--- config.mk ---
export PLATFORM = sky130hd
export DESIGN_NAME = idmem_port_arbiter
export DESIGN_NICKNAME = d
export VERILOG_FILES = /design/src/rtl/idmem_port_arbiter.sv
export SDC_FILE = /design/constraint.sdc
export NUM_CORES = 1
export LEC_CHECK = 0
export ABC_AREA = 1
export CAP_MARGIN = 20
export CELL_PAD_IN_SITES_DETAIL_PLACEMENT = 0
export CELL_PAD_IN_SITES_GLOBAL_PLACEMENT = 1
export CORE_MARGIN = 2
export CORE_UTILIZATION = 29
export CTS_BUF_LIST = sky130_fd_sc_hd__clkbuf_4 sky130_fd_sc_hd__clkbuf_8 sky130_fd_sc_hd__clkbuf_16
export CTS_CLUSTER_SIZE = 14
export DETAILED_ROUTE_END_ITERATION = 12
export PLACE_DENSITY_LB_ADDON = 0.1
export SYNTH_ARGS = -nofsm -noshare
export SYNTH_HDL_FRONTEND = slang
export SYNTH_SLANG_ARGS = --single-unit
export TNS_END_PERCENT = 10
--- constraint.sdc ---
create_clock -name CLK -period 2.85 [get_ports CLK]
set_clock_uncertainty 0.2 [all_clocks]
set_input_delay 0.285 -clock CLK [delete_from_list [all_inputs] [get_ports CLK]]
set_output_delay 0.285 -clock CLK [all_outputs]
set_load 0.02 [all_outputs]
--- src/rtl/idmem_port_arbiter.sv ---
// Two-requester arbiter in front of a single-port unified instruction/data memory.
// Fetch (IF, read-only) and load/store (D) share one pipelined access slot per cycle.
// Fixed priority with a starvation guard; responses are registered per requester.
module idmem_port_arbiter #(
    parameter int unsigned ADDR_WIDTH   = 6,
    parameter int unsigned DATA_WIDTH   = 32,
    parameter int unsigned D_PRIORITY   = 1,
    parameter int unsigned STARVE_LIMIT = 3
) (
    input  logic                  CLK,
    input  logic                  RST,
    input  logic                  if_req,
    input  logic [ADDR_WIDTH-1:0] if_addr,
    output logic                  if_gnt,
    output logic                  if_rvalid,
    output logic [DATA_WIDTH-1:0] if_rdata,
    input  logic                  d_req,
    input  logic                  d_we,
    input  logic [ADDR_WIDTH-1:0] d_addr,
    input  logic [DATA_WIDTH-1:0] d_wd,
    output logic                  d_gnt,
    output logic                  d_rvalid,
    output logic [DATA_WIDTH-1:0] d_rdata,
    output logic                  mem_we,
    output logic [DATA_WIDTH-1:0] mem_addr,
    output logic [DATA_WIDTH-1:0] mem_wd,
    input  logic [DATA_WIDTH-1:0] mem_rd,
    output logic                  busy
);

    localparam int unsigned SW = (STARVE_LIMIT < 1) ? 1 : $clog2(STARVE_LIMIT + 1);
    localparam logic [SW-1:0] STARVE_MAX = SW'(STARVE_LIMIT);
    localparam logic D_IS_HI = (D_PRIORITY != 0);

    typedef enum logic {
        S_IDLE = 1'b0,
        S_ACC  = 1'b1
    } state_t;

    state_t                r_state;
    state_t                w_state_nxt;
    logic [SW-1:0]         r_starve;
    logic [ADDR_WIDTH-1:0] r_lat_addr;
    logic [DATA_WIDTH-1:0] r_lat_wd;
    logic                  r_lat_we;
    logic                  r_owner_d;

    logic w_hi_req;
    logic w_lo_req;
    logic w_lo_win;
    logic w_hi_win;
    logic w_if_win;
    logic w_d_win;
    logic w_if_gnt;
    logic w_d_gnt;
    logic w_lo_gnt;
    logic w_mem_we;

    // Raw arbitration: high side wins ties unless the low side has waited STARVE_LIMIT cycles
    always_comb begin
        w_hi_req = D_IS_HI ? d_req : if_req;
        w_lo_req = D_IS_HI ? if_req : d_req;
        w_lo_win = w_lo_req & (~w_hi_req | (r_starve == STARVE_MAX));
        w_hi_win = w_hi_req & ~w_lo_win;
        w_d_win  = D_IS_HI ? w_hi_win : w_lo_win;
        w_if_win = D_IS_HI ? w_lo_win : w_hi_win;
    end

    // State register
    always_ff @(posedge CLK) begin
        if (RST) begin
            r_state <= S_IDLE;
        end else begin
            r_state <= w_state_nxt;
        end
    end

    // Next state, grants and write strobe; nothing is granted or written during reset
    always_comb begin
        w_state_nxt = S_IDLE;
        w_if_gnt    = 1'b0;
        w_d_gnt     = 1'b0;
        w_mem_we    = 1'b0;
        if (!RST) begin
            w_if_gnt = w_if_win;
            w_d_gnt  = w_d_win;
            if (w_if_win || w_d_win) begin
                w_state_nxt = S_ACC;
            end
            w_mem_we = (r_state == S_ACC) & r_owner_d & r_lat_we;
        end
    end

    assign w_lo_gnt = D_IS_HI ? w_if_gnt : w_d_gnt;

    // Consecutive-denial counter for the low-priority requester, saturating
    always_ff @(posedge CLK) begin
        if (RST) begin
            r_starve <= '0;
        end else if (w_lo_gnt) begin
            r_starve <= '0;
        end else if (w_lo_req && (r_starve != STARVE_MAX)) begin
            r_starve <= r_starve + SW'(1);
        end
    end

    // Latch the winning request; IF accesses are always reads
    always_ff @(posedge CLK) begin
        if (RST) begin
            r_lat_addr <= '0;
            r_lat_wd   <= '0;
            r_lat_we   <= 1'b0;
            r_owner_d  <= 1'b0;
        end else if (w_d_gnt) begin
            r_lat_addr <= d_addr;
            r_lat_wd   <= d_wd;
            r_lat_we   <= d_we;
            r_owner_d  <= 1'b1;
        end else if (w_if_gnt) begin
            r_lat_addr <= if_addr;
            r_lat_wd   <= '0;
            r_lat_we   <= 1'b0;
            r_owner_d  <= 1'b0;
        end
    end

    // Capture read data (read-first for stores) into the owner's response register
    always_ff @(posedge CLK) begin
        if (RST) begin
            if_rvalid <= 1'b0;
            d_rvalid  <= 1'b0;
            if_rdata  <= '0;
            d_rdata   <= '0;
        end else begin
            if_rvalid <= (r_state == S_ACC) & ~r_owner_d;
            d_rvalid  <= (r_state == S_ACC) & r_owner_d;
            if (r_state == S_ACC) begin
                if (r_owner_d) begin
                    d_rdata <= mem_rd;
                end else begin
                    if_rdata <= mem_rd;
                end
            end
        end
    end

    assign if_gnt   = w_if_gnt;
    assign d_gnt    = w_d_gnt;
    assign mem_we   = w_mem_we;
    assign mem_addr = DATA_WIDTH'(r_lat_addr);
    assign mem_wd   = r_lat_wd;
    assign busy     = (r_state == S_ACC);

endmodule

==> out/results.txt <==
Status: finished clean
Sw frac: 28.1%
Post-Place Cells: 872
Die area: 14900 um2
Int Power: 2.53 mW
Most common cell after layout, fill and taps aside: clkdlybuf4s50_1
Setup tns final: 0 ns
Sequential Power Share: 47.3%
Final HPWL DP: 8100 um
Highest clock rate: 398 MHz
Final Critical Period: 2.52 ns
Largest net degree at the start of global routing: 80
DRC violations left: 0
Adder-Cell Fraction of Synth Area: 0.309%
Clock slew at reported path FFs: 0.08 ns
Number of H-tree levels: 3
Initial DRC count: 149
Total CTS buffers: 9
Die Width: 122 um
GR Overflow Total: 0
Multiplexer area fraction after synthesis: 0%
CTS root buf: clkbuf_16
Share of power burned in the clock network: 33.9%
Resized Gates After CTS: 0
Cts-stage hold buffer count: 0
Post-route antenna net violation count: 0
Tightest Hold Check Type: reg -> reg
Final setup violation count: 0
Layout cells sized above 1: 4.38%
Initial antenna violation count: 0
Mapped Avg Cell Area: 7.72 um2
Clock Path Buffers: 2
Pwr dens: 562 nW/um2
# fillers: 1419
Logic pwr share: 18.8%
DR pass1 iterations: 4
Antenna diodes: 0
Clk sink count: 109
Largest family of logic cells by synthesized area: simple AND/OR/NAND/NOR gates
Rows: 43
Area Growth Syn to Fin: 54.5%
Crit path kind: reg -> out
Leak: 2.58 nW
Core ar.: 13800 um2
Vias in the first global route: 3575
Compound-Gate Fraction of Synth Area: 9.66%
Slew @ Worst Pin: 0.674 ns
Via density: 4.24
Seq/Total Area, Yosys: 53.8%
Post-CTS Setup Repair Bufs: 0
Post-synth cell types: 21
Final Util: 45.5%
Fin cells: 888
Nets: 785
DRT Wirelength: 11600 um
Sw power: 990 uW
Dpl ws: 0.334 ns
First-pass GRT wire length: 17700 um
Synth Area in XOR/XNOR: 0.216%
Warnings from Yosys: 0
Highest-count cells in the layout ignoring fill and taps: clkdlybuf4s50_1, nor2_1, dfxtp_1, nand2_1, o21ai_0
Pins Over Slew Limit: 0
Overall Global Routing Usage: 15.3%
CP max FO: 27
Final period util: 88.3%
Worst vdd ir: 0.000310 V
Initial Utilization: 29.4%
Hold Fails Final Rpt: 0
Wire per inst: 13.1 um
Post-synthesis simple-gate area fraction: 25.4%
Final worst slack: 0.334 ns
DR vias: 3768
Required time of the critical path: 2.37 ns
CTS tree: built
Yosys reg bits: 109
Startpoint type of the worst setup path: register
Max_cap viols: 0
Critical path arrival: 2.03 ns
Die height: 122 um
Mapped Area: 4050 um2
Max_slew headroom: 55.1%
Routability cong.: 0.796
Worst-skew pair later-pin latency: 0.34 ns
Syn Inst Count: 525
I/O Buffers: 188
I/O pin cnt: 215
RSZ-0062 raised after global routing: false
Crit. End Element: output pin
-- through the flow --
stage	cell area, um2	hold slack [ns]	power [mW]
floorplan	4150	0.188	2.05
global placement	5960	0.237	2.36
detailed placement	5990	0.240	2.37
CTS	6260	0.255	3.58
global route	6260	0.271	3.69
finish	6260	0.252	3.52
-- state kept, by name, indices dropped and copies added, names as in the netlist --
| register | count |
|---|---|
| d_rvalid | 1 |
| r_lat_we | 1 |
| r_owner_d | 1 |
| d_rdata | 32 |
| if_rdata | 32 |
| r_lat_addr | 6 |
| mem_wd | 32 |
| if_rvalid | 1 |
| busy | 1 |
| r_starve | 2 |
-- routing by layer --
metal / routed length, um / track usage (%) / part of all wire, %
met5: 0 / 0 / 0
met4: 198 / 5.46 / 1.7
met3: 877 / 4.74 / 7.6
met2: 5440 / 24.9 / 47
met1: 5080 / 19.2 / 44
-- critical path: stages (launching register included) --
cell and delay (ns):
dfxtp_1 0.32, ha_1 0.25, a21oi_4 0.17, nand2_4 0.12, inv_6 0.18, clkdlybuf4s50_1 0.64
-- synthesized netlist by cell type --
cell type  count  area (um2)
a21oi_1        8        40.0
a21oi_4        1        16.3
buf_2          8        40.0
buf_4         31         233
buf_6          2        22.5
clkbuf_1      12        45.0
conb_1         1        3.75
dfxtp_1      109        2180
ha_1           1        12.5
inv_1         17        63.8
inv_2          3        11.3
inv_6          1        8.76
nand2_1      107         402
nand2_4        1        11.3
nand3_1       20         100
nor2_1       132         495
nor2_2         1        6.26
nor2_4         1        11.3
nor3_1         1        5.00
o21ai_0       67         335
xor2_1         1        8.76
-- layout make-up --
| class | instances | area (um2) | share of cell area (%) |
|---|---|---|---|
| clock buffers | 9 | 225 | 3.60 |
| well taps | 180 | 225 | 3.60 |
| flip-flops and latches | 109 | 2180 | 34.8 |
| inverters | 21 | 83.8 | 1.34 |
| clock inverters | 7 | 51.3 | 0.819 |
| repair buffers | 195 | 1950 | 31.2 |
| multi-input cells | 367 | 1540 | 24.6 |
-- kinds of logic (layout without fill, tap and decap cells) --
| family | after synthesis | after routing |
|---|---|---|
| compound gates | 76 | 76 |
| simple gates | 263 | 263 |
| xor+xnor | 1 | 1 |
| other cells | 1 | 26 |
| fa+ha+maj | 1 | 1 |
| buf+inv | 74 | 232 |
| flops | 109 | 109 |
-- power by group through the flow --
stage | Sequential, mW | Clock [mW] | Combinational, mW
after global placement | 1.70 | 0 | 0.662
final | 1.66 | 1.19 | 0.663
after detailed placement | 1.70 | 0 | 0.669
after CTS | 1.66 | 1.24 | 0.672
after global routing | 1.68 | 1.29 | 0.722
after floorplan | 1.81 | 0 | 0.238
-- worst paths after layout --
path / startpoint / to / slack, ns / cells after the start
max: r_starve[0] / d_gnt / 0.33 / 5
min: r_lat_addr[4] / r_lat_addr[4] / 0.25 / 2
max reg2reg: busy / d_rdata[18] / 1.19 / 5
min reg2reg: r_lat_addr[4] / r_lat_addr[4] / 0.25 / 2
Power figures use the tool's default switching activity.
